File: src/rtl/ps2_rx_pkg.sv
// ps2_rx_pkg: shared types, frame constants and timeout helper for the PS/2 receiver
package ps2_rx_pkg;
  typedef enum logic [1:0] {IDLE, DATA, PARITY, STOP} state_e;
  localparam int DATA_BITS = 8;
  localparam logic START_BIT = 1'b0;
  localparam logic STOP_BIT = 1'b1;
  function automatic int timeout_reload(input int clk_hz, input int timeout_us);
    return clk_hz / 1_000_000 * timeout_us;
  endfunction
endpackage

File: src/rtl/sync_fifo.sv
// sync_fifo: first-word-fall-through FIFO; head holds its last value once drained
module sync_fifo #(
  parameter int WIDTH = 8,
  parameter int DEPTH = 8
) (
  input  logic                     clk,
  input  logic                     reset_n,
  input  logic                     wr_i,
  input  logic [WIDTH-1:0]         wdata_i,
  input  logic                     rd_i,
  output logic [WIDTH-1:0]         rdata_o,
  output logic                     full_o,
  output logic                     empty_o,
  output logic [$clog2(DEPTH):0]   count_o
);
  localparam int AW = $clog2(DEPTH);
  localparam int CW = AW + 1;
  logic [WIDTH-1:0] mem_q [DEPTH];
  logic [AW-1:0]    wp_q, rp_q;
  logic [CW-1:0]    cnt_q;
  logic [WIDTH-1:0] last_q;
  logic             pop, wr;
  assign empty_o = cnt_q == '0;
  assign full_o  = cnt_q == CW'(DEPTH);
  assign pop     = rd_i && !empty_o;
  assign wr      = wr_i && (!full_o || pop);
  assign rdata_o = empty_o ? last_q : mem_q[rp_q];
  assign count_o = cnt_q;
  // storage array needs no reset; reads are masked by last_q while empty
  always_ff @(posedge clk) begin
    if (wr) mem_q[wp_q] <= wdata_i;
  end
  // pointers, occupancy and the held head value
  always_ff @(posedge clk or negedge reset_n) begin
    if (!reset_n) begin
      wp_q   <= '0;
      rp_q   <= '0;
      cnt_q  <= '0;
      last_q <= '0;
    end else begin
      if (wr) wp_q <= wp_q + AW'(1);
      if (pop) begin
        rp_q   <= rp_q + AW'(1);
        last_q <= mem_q[rp_q];
      end
      cnt_q <= cnt_q + CW'(wr) - CW'(pop);
    end
  end
endmodule

File: src/rtl/ps2_rx_frontend.sv
// ps2_rx_frontend: PS/2 pin synchroniser, clock deglitcher, frame checker and byte FIFO
module ps2_rx_frontend
  import ps2_rx_pkg::*;
#(
  parameter int CLK_HZ     = 50_000_000,
  parameter int TIMEOUT_US = 2000,
  parameter int FILT_LEN   = 8,
  parameter int FIFO_DEPTH = 8
) (
  input  logic                          clk,
  input  logic                          reset_n,
  input  logic                          ps2_clk_i,
  input  logic                          ps2_dat_i,
  output logic [7:0]                    data_o,
  output logic                          valid_o,
  input  logic                          ready_i,
  output logic                          parity_err_o,
  output logic                          frame_err_o,
  output logic                          overflow_o,
  output logic [$clog2(FIFO_DEPTH):0]   fifo_count_o
);
  localparam int TO_RELOAD = timeout_reload(CLK_HZ, TIMEOUT_US);
  localparam int TW = $clog2(TO_RELOAD + 1);
  localparam int FW = $clog2(FILT_LEN + 1);
  localparam int BW = $clog2(DATA_BITS);
  logic [1:0]           clk_sync_q, dat_sync_q;
  logic                 clk_f_q, clk_f_prev_q, fall_stb_q;
  logic [FW-1:0]        filt_cnt_q;
  state_e               state_q;
  logic [DATA_BITS-1:0] shift_q;
  logic [BW-1:0]        bit_cnt_q;
  logic                 par_q;
  logic [TW-1:0]        to_q;
  logic                 parity_err_q, frame_err_q, overflow_q;
  logic                 s_clk, s_dat, push, full, empty;
  assign s_clk = clk_sync_q[1];
  assign s_dat = dat_sync_q[1];
  assign push  = fall_stb_q && state_q == STOP && (^{shift_q, par_q}) && s_dat == STOP_BIT;
  assign valid_o      = !empty;
  assign parity_err_o = parity_err_q;
  assign frame_err_o  = frame_err_q;
  assign overflow_o   = overflow_q;
  // two-flop synchronisers; idle bus level is high
  always_ff @(posedge clk or negedge reset_n) begin
    if (!reset_n) begin
      clk_sync_q <= 2'b11;
      dat_sync_q <= 2'b11;
    end else begin
      clk_sync_q <= {clk_sync_q[0], ps2_clk_i};
      dat_sync_q <= {dat_sync_q[0], ps2_dat_i};
    end
  end
  // clk_f follows the pin only after FILT_LEN consecutive differing samples
  always_ff @(posedge clk or negedge reset_n) begin
    if (!reset_n) begin
      clk_f_q    <= 1'b1;
      filt_cnt_q <= '0;
    end else if (s_clk == clk_f_q) begin
      filt_cnt_q <= '0;
    end else if (filt_cnt_q == FW'(FILT_LEN - 1)) begin
      clk_f_q    <= s_clk;
      filt_cnt_q <= '0;
    end else begin
      filt_cnt_q <= filt_cnt_q + FW'(1);
    end
  end
  // one-cycle strobe the cycle after the filtered clock falls
  always_ff @(posedge clk or negedge reset_n) begin
    if (!reset_n) begin
      clk_f_prev_q <= 1'b1;
      fall_stb_q   <= 1'b0;
    end else begin
      clk_f_prev_q <= clk_f_q;
      fall_stb_q   <= clk_f_prev_q && !clk_f_q;
    end
  end
  // frame state machine with inter-edge timeout and registered error pulses
  always_ff @(posedge clk or negedge reset_n) begin
    if (!reset_n) begin
      state_q      <= IDLE;
      shift_q      <= '0;
      bit_cnt_q    <= '0;
      par_q        <= 1'b0;
      to_q         <= TW'(TO_RELOAD);
      parity_err_q <= 1'b0;
      frame_err_q  <= 1'b0;
    end else begin
      parity_err_q <= 1'b0;
      frame_err_q  <= 1'b0;
      to_q <= (state_q == IDLE || fall_stb_q) ? TW'(TO_RELOAD) : to_q - TW'(1);
      if (fall_stb_q) begin
        case (state_q)
          IDLE: if (s_dat == START_BIT) begin
            shift_q   <= '0;
            bit_cnt_q <= '0;
            state_q   <= DATA;
          end
          DATA: begin
            shift_q   <= {s_dat, shift_q[DATA_BITS-1:1]};
            bit_cnt_q <= bit_cnt_q + BW'(1);
            if (bit_cnt_q == BW'(DATA_BITS - 1)) state_q <= PARITY;
          end
          PARITY: begin
            par_q   <= s_dat;
            state_q <= STOP;
          end
          STOP: begin
            parity_err_q <= ~^{shift_q, par_q};
            frame_err_q  <= s_dat != STOP_BIT;
            state_q      <= IDLE;
          end
        endcase
      end else if (state_q != IDLE && to_q == '0) begin
        frame_err_q <= 1'b1;
        state_q     <= IDLE;
      end
    end
  end
  // a good byte is lost only when full and no pop frees a slot this cycle
  always_ff @(posedge clk or negedge reset_n) begin
    if (!reset_n) overflow_q <= 1'b0;
    else overflow_q <= push && full && !(ready_i && !empty);
  end
  sync_fifo #(.WIDTH(DATA_BITS), .DEPTH(FIFO_DEPTH)) u_fifo (
    .clk     (clk),
    .reset_n (reset_n),
    .wr_i    (push),
    .wdata_i (shift_q),
    .rd_i    (ready_i),
    .rdata_o (data_o),
    .full_o  (full),
    .empty_o (empty),
    .count_o (fifo_count_o)
  );
endmodule
File: config.mk
export PLATFORM = sky130hd
export DESIGN_NAME = ps2_rx_frontend
export DESIGN_NICKNAME = d
export VERILOG_FILES = /design/src/rtl/ps2_rx_pkg.sv /design/src/rtl/sync_fifo.sv /design/src/rtl/ps2_rx_frontend.sv
export SDC_FILE = /design/constraint.sdc
export NUM_CORES = 1
export LEC_CHECK = 0
export ABC_AREA = 1
export CAP_MARGIN = 15
export CORE_MARGIN = 4
export CORE_UTILIZATION = 50
export CTS_CLUSTER_SIZE = 28
export DETAILED_ROUTE_END_ITERATION = 10
export HOLD_SLACK_MARGIN = 0.05
export PLACE_DENSITY = 0.77
export SLEW_MARGIN = 25
export SYNTH_ARGS = -nofsm -noshare
export SYNTH_HDL_FRONTEND = slang
export SYNTH_SLANG_ARGS = --single-unit
File: constraint.sdc
create_clock -name clk -period 6.68 [get_ports clk]
set_clock_uncertainty 0.15 [all_clocks]
set_input_delay 2.004 -clock clk [delete_from_list [all_inputs] [get_ports clk]]
set_output_delay 2.004 -clock clk [all_outputs]
set_load 0.005 [all_outputs]
==> flow_metrics.py <==
metrics = {
    "layout": {
        "layout-drive-gt1-share_pct": 12.8,
        "instances_no_fill": 704,
        "final_common_cell": "nand2_1",
        "areaGrowthSynthToFinish_pct": 16.3,
        "antenna_cells": 0,
        "mostFrequentLayoutCells": "nand2_1, nor2_1, edfxtp_1",
        "nets": 574,
        "final.fill_count": 874,
    },
    "synthesis": {
        "synth-seq-area-share_pct": 62.4,
        "ys_ff_latch": 127,
        "ys_top_cells_by_area": "edfxtp_1, dfrtp_1, nand2_1, dfstp_2, nor2_1",
        "synth_area_leader_cell": "edfxtp_1",
        "synth_top_area_share_pct": 34.2,
        "syn_nets": 548,
        "synth_edf_count": 64,
        "syn_area_mm2": 0.00563,
        "synthArstFlopShare_pct": 49.6,
        "synth_cell_types": 42,
        "synth_cells": 525,
        "synth-main-ff-cell": "edfxtp_1",
        "syn_area_per_cell_um2": 10.7,
        "yosysWarningCount": 0,
    },
    "clock_network": {
        "clkTransAtPathRegs_ns": 0.06,
        "cts_hold_buf": 0,
        "clk_latency_ns": 0.41,
        "cts_resized": 0,
        "cts_max_path_buffers": 2,
        "root_buffer": "clkbuf_16",
        "cts_buffers": 17,
        "cts_sinks": 127,
        "cts_max_level": 4,
        "cts_tree": "yes",
        "postCtsSetupBuffers": 0,
    },
    "floorplan": {
        "die_y_um": 114,
        "rows": 38,
        "core_area_mm2": 0.0109,
        "ios": 21,
        "initial_core_util_pct": 51.5,
        "die_w_um": 114,
        "dieArea_mm2": 0.0130,
    },
    "setup_path": {
        "reg2reg_slack_ns": 3.77,
        "reg2reg_depth": 7,
        "crit_top_cell": "o21ai_0",
        "slowest_delay_ns": 0.99,
        "cp_cell_sequence": "o21ai_0 > o22ai_1 > o21ai_1 > o21ai_0 > clkdlybuf4s50_1",
        "cpMaxStageDelayCell": "dfrtp_1",
        "cp_data_required_time_ns": 4.53,
        "path_class": "flip-flop to output pin",
        "endpoint_kind": "output pin",
        "crit_arrival_ns": 2.71,
        "cp-start-kind": "flip-flop",
        "cp_max_fo": 34,
    },
    "outcome": {
        "outcome": "complete, no violations",
    },
    "timing": {
        "setup_viol": 0,
        "slew_headroom_pct": 34.2,
        "tightest_slew_ns": 0.987,
        "hold_violations": 0,
        "slew_violations": 0,
        "fin_tns_setup_ns": 0,
        "layout_worst_path_cycle_share_pct": 72.8,
        "period_needed_ns": 4.86,
        "hold_ws_ns": 0.201,
        "rsz0062_at_grt": "no",
        "fmax_ghz": 0.206,
        "setup_slack_ns": 1.82,
    },
    "global_routing": {
        "first_global_vias": 3816,
        "grt_usage_pct": 17.9,
        "grt_max_degree": 64,
        "grt_overflow": 0,
        "antenna_found_initial": 0,
        "grt_pass1_wl_mm": 18.2,
    },
    "power_and_ir_drop": {
        "clockPowerShare_pct": 35.6,
        "p_leak_uw": 0.00270,
        "pwr-share-seq_pct": 38.1,
        "p_sw_uw": 832,
        "combPwrFrac_pct": 26.3,
        "netSwitchingFraction_pct": 31.1,
        "max-vdd-ir-drop_uv": 324,
        "p_int_uw": 1840,
        "power_density_mw_per_mm2": 409,
        "finalPower_uw": 2670,
    },
    "min_path": {
        "hp-class": "flip-flop to flip-flop",
        "min_path_cells": 0,
    },
    "route": {
        "vias": 3738,
        "drt_iter0_drc": 272,
        "firstDrtPassIters": 5,
        "avgRoutedWirePerCell_um": 15.0,
        "routed_wl_mm": 10.6,
        "drc": 0,
        "ant_nets": 0,
        "via_per_inst": 5.31,
    },
    "placement": {
        "port_buffers": 20,
        "dp_hpwl_mm": 6.95,
        "dp.cells": 672,
        "dp_slack_ns": 2.06,
        "globalplace.congestion": 0.792,
    },
    "run": {
        "cap_violations": 0,
    },
}
## worst paths after layout
path,startpoint,to
max reg2reg,u_fifo.count_o[2]$_DFF_PN0_,u_fifo.mem_q[3][4]$_DFFE_PP_
max in group asynchronous,reset_n,shift_q[1]$_DFFE_PN0P_
min reg2reg,clk_sync_q[0]$_DFF_PN1_,clk_sync_q[1]$_DFF_PN1_
max,u_fifo.rp_q[1]$_DFFE_PN0P_,data_o[0]
min,clk_sync_q[0]$_DFF_PN1_,clk_sync_q[1]$_DFF_PN1_
min in group asynchronous,reset_n,u_fifo.count_o[3]$_DFF_PN0_
## state kept, by name, indices dropped and copies added (netlist names)
| name | flops |
|---|---|
| clk_sync_q | 2 |
| u_fifo.mem_q | 64 |
| u_fifo.wp_q | 3 |
| frame_err_o | 1 |
| u_fifo.count_o | 4 |
| state_q | 2 |
| bit_cnt_q | 3 |
| u_fifo.rp_q | 3 |
| clk_f_q | 1 |
| shift_q | 8 |
| par_q | 1 |
| u_fifo.last_q | 8 |
| parity_err_o | 1 |
| fall_stb_q | 1 |
| overflow_o | 1 |
| to_q | 17 |
| clk_f_prev_q | 1 |
| filt_cnt_q | 4 |
| dat_sync_q | 2 |
## cell usage after synthesis, drive strengths merged, types with 4 or more instances
library cell   n
xor2           4
nand4          4
a21oi         10
nand2         93
mux2i          8
dfrtp         51
dfstp         12
o21ai         61
xnor2          6
nor3           6
nor2          72
o22ai         16
ha            17
o211ai         8
inv           52
edfxtp        64
buf           14
nand3         18
## cell families (layout without fill, tap and decap cells)
group	after synthesis	count (layout)	synth area share [%]
adders and majority gates	18	18	4.14
DFF	127	127	62.4
and+or+nand+nor	194	194	15.4
muxes	9	9	1.62
buffers and inverters	68	107	5.11
AOI/OAI and AO/OA	99	99	9.76
xor gates and xnor gates	10	10	1.56
## layout make-up
class	count	area [µm²]	share of cell area (%)
multi-input combinational	330	1830	27.9
timing repair buffer	22	210	3.21
tap	140	175	2.68
clock inverter	15	195	2.98
sequential	127	3510	53.7
clock buffer	17	425	6.50
inverter	53	199	3.04
## worst max-delay path: cells and delay by family, from the launching register on
family	cells	cell delay, ns
AOI/OAI and AO/OA	4	0.76
buffers and inverters	1	0.53
DFF	1	0.99
## routing by layer
metal,share of wire [%],global-route usage (%)
met1,44,22.9
met2,50,29.6
met3,5.4,4.70
met4,0.66,6.18
met5,0,0
## power by group through the flow
stage / Clock, µW / Combinational, µW / Sequential (µW)
3_3_place_gp: 0 / 670 / 1020
2_1_floorplan: 0 / 518 / 979
4_1_cts: 965 / 710 / 1020
5_1_grt: 1010 / 799 / 1030
3_5_place_dp: 0 / 698 / 1030
6_report: 953 / 702 / 1020
## through the flow
stage / util, % / cell area [µm²]
global route: 59.8 / 6540
detailed placement: 54.2 / 5920
CTS: 59.8 / 6540
finish: 59.8 / 6540
floorplan: - / 5630
global placement: 54.2 / 5920
Note: power is estimated with default switching activity, not from simulation.
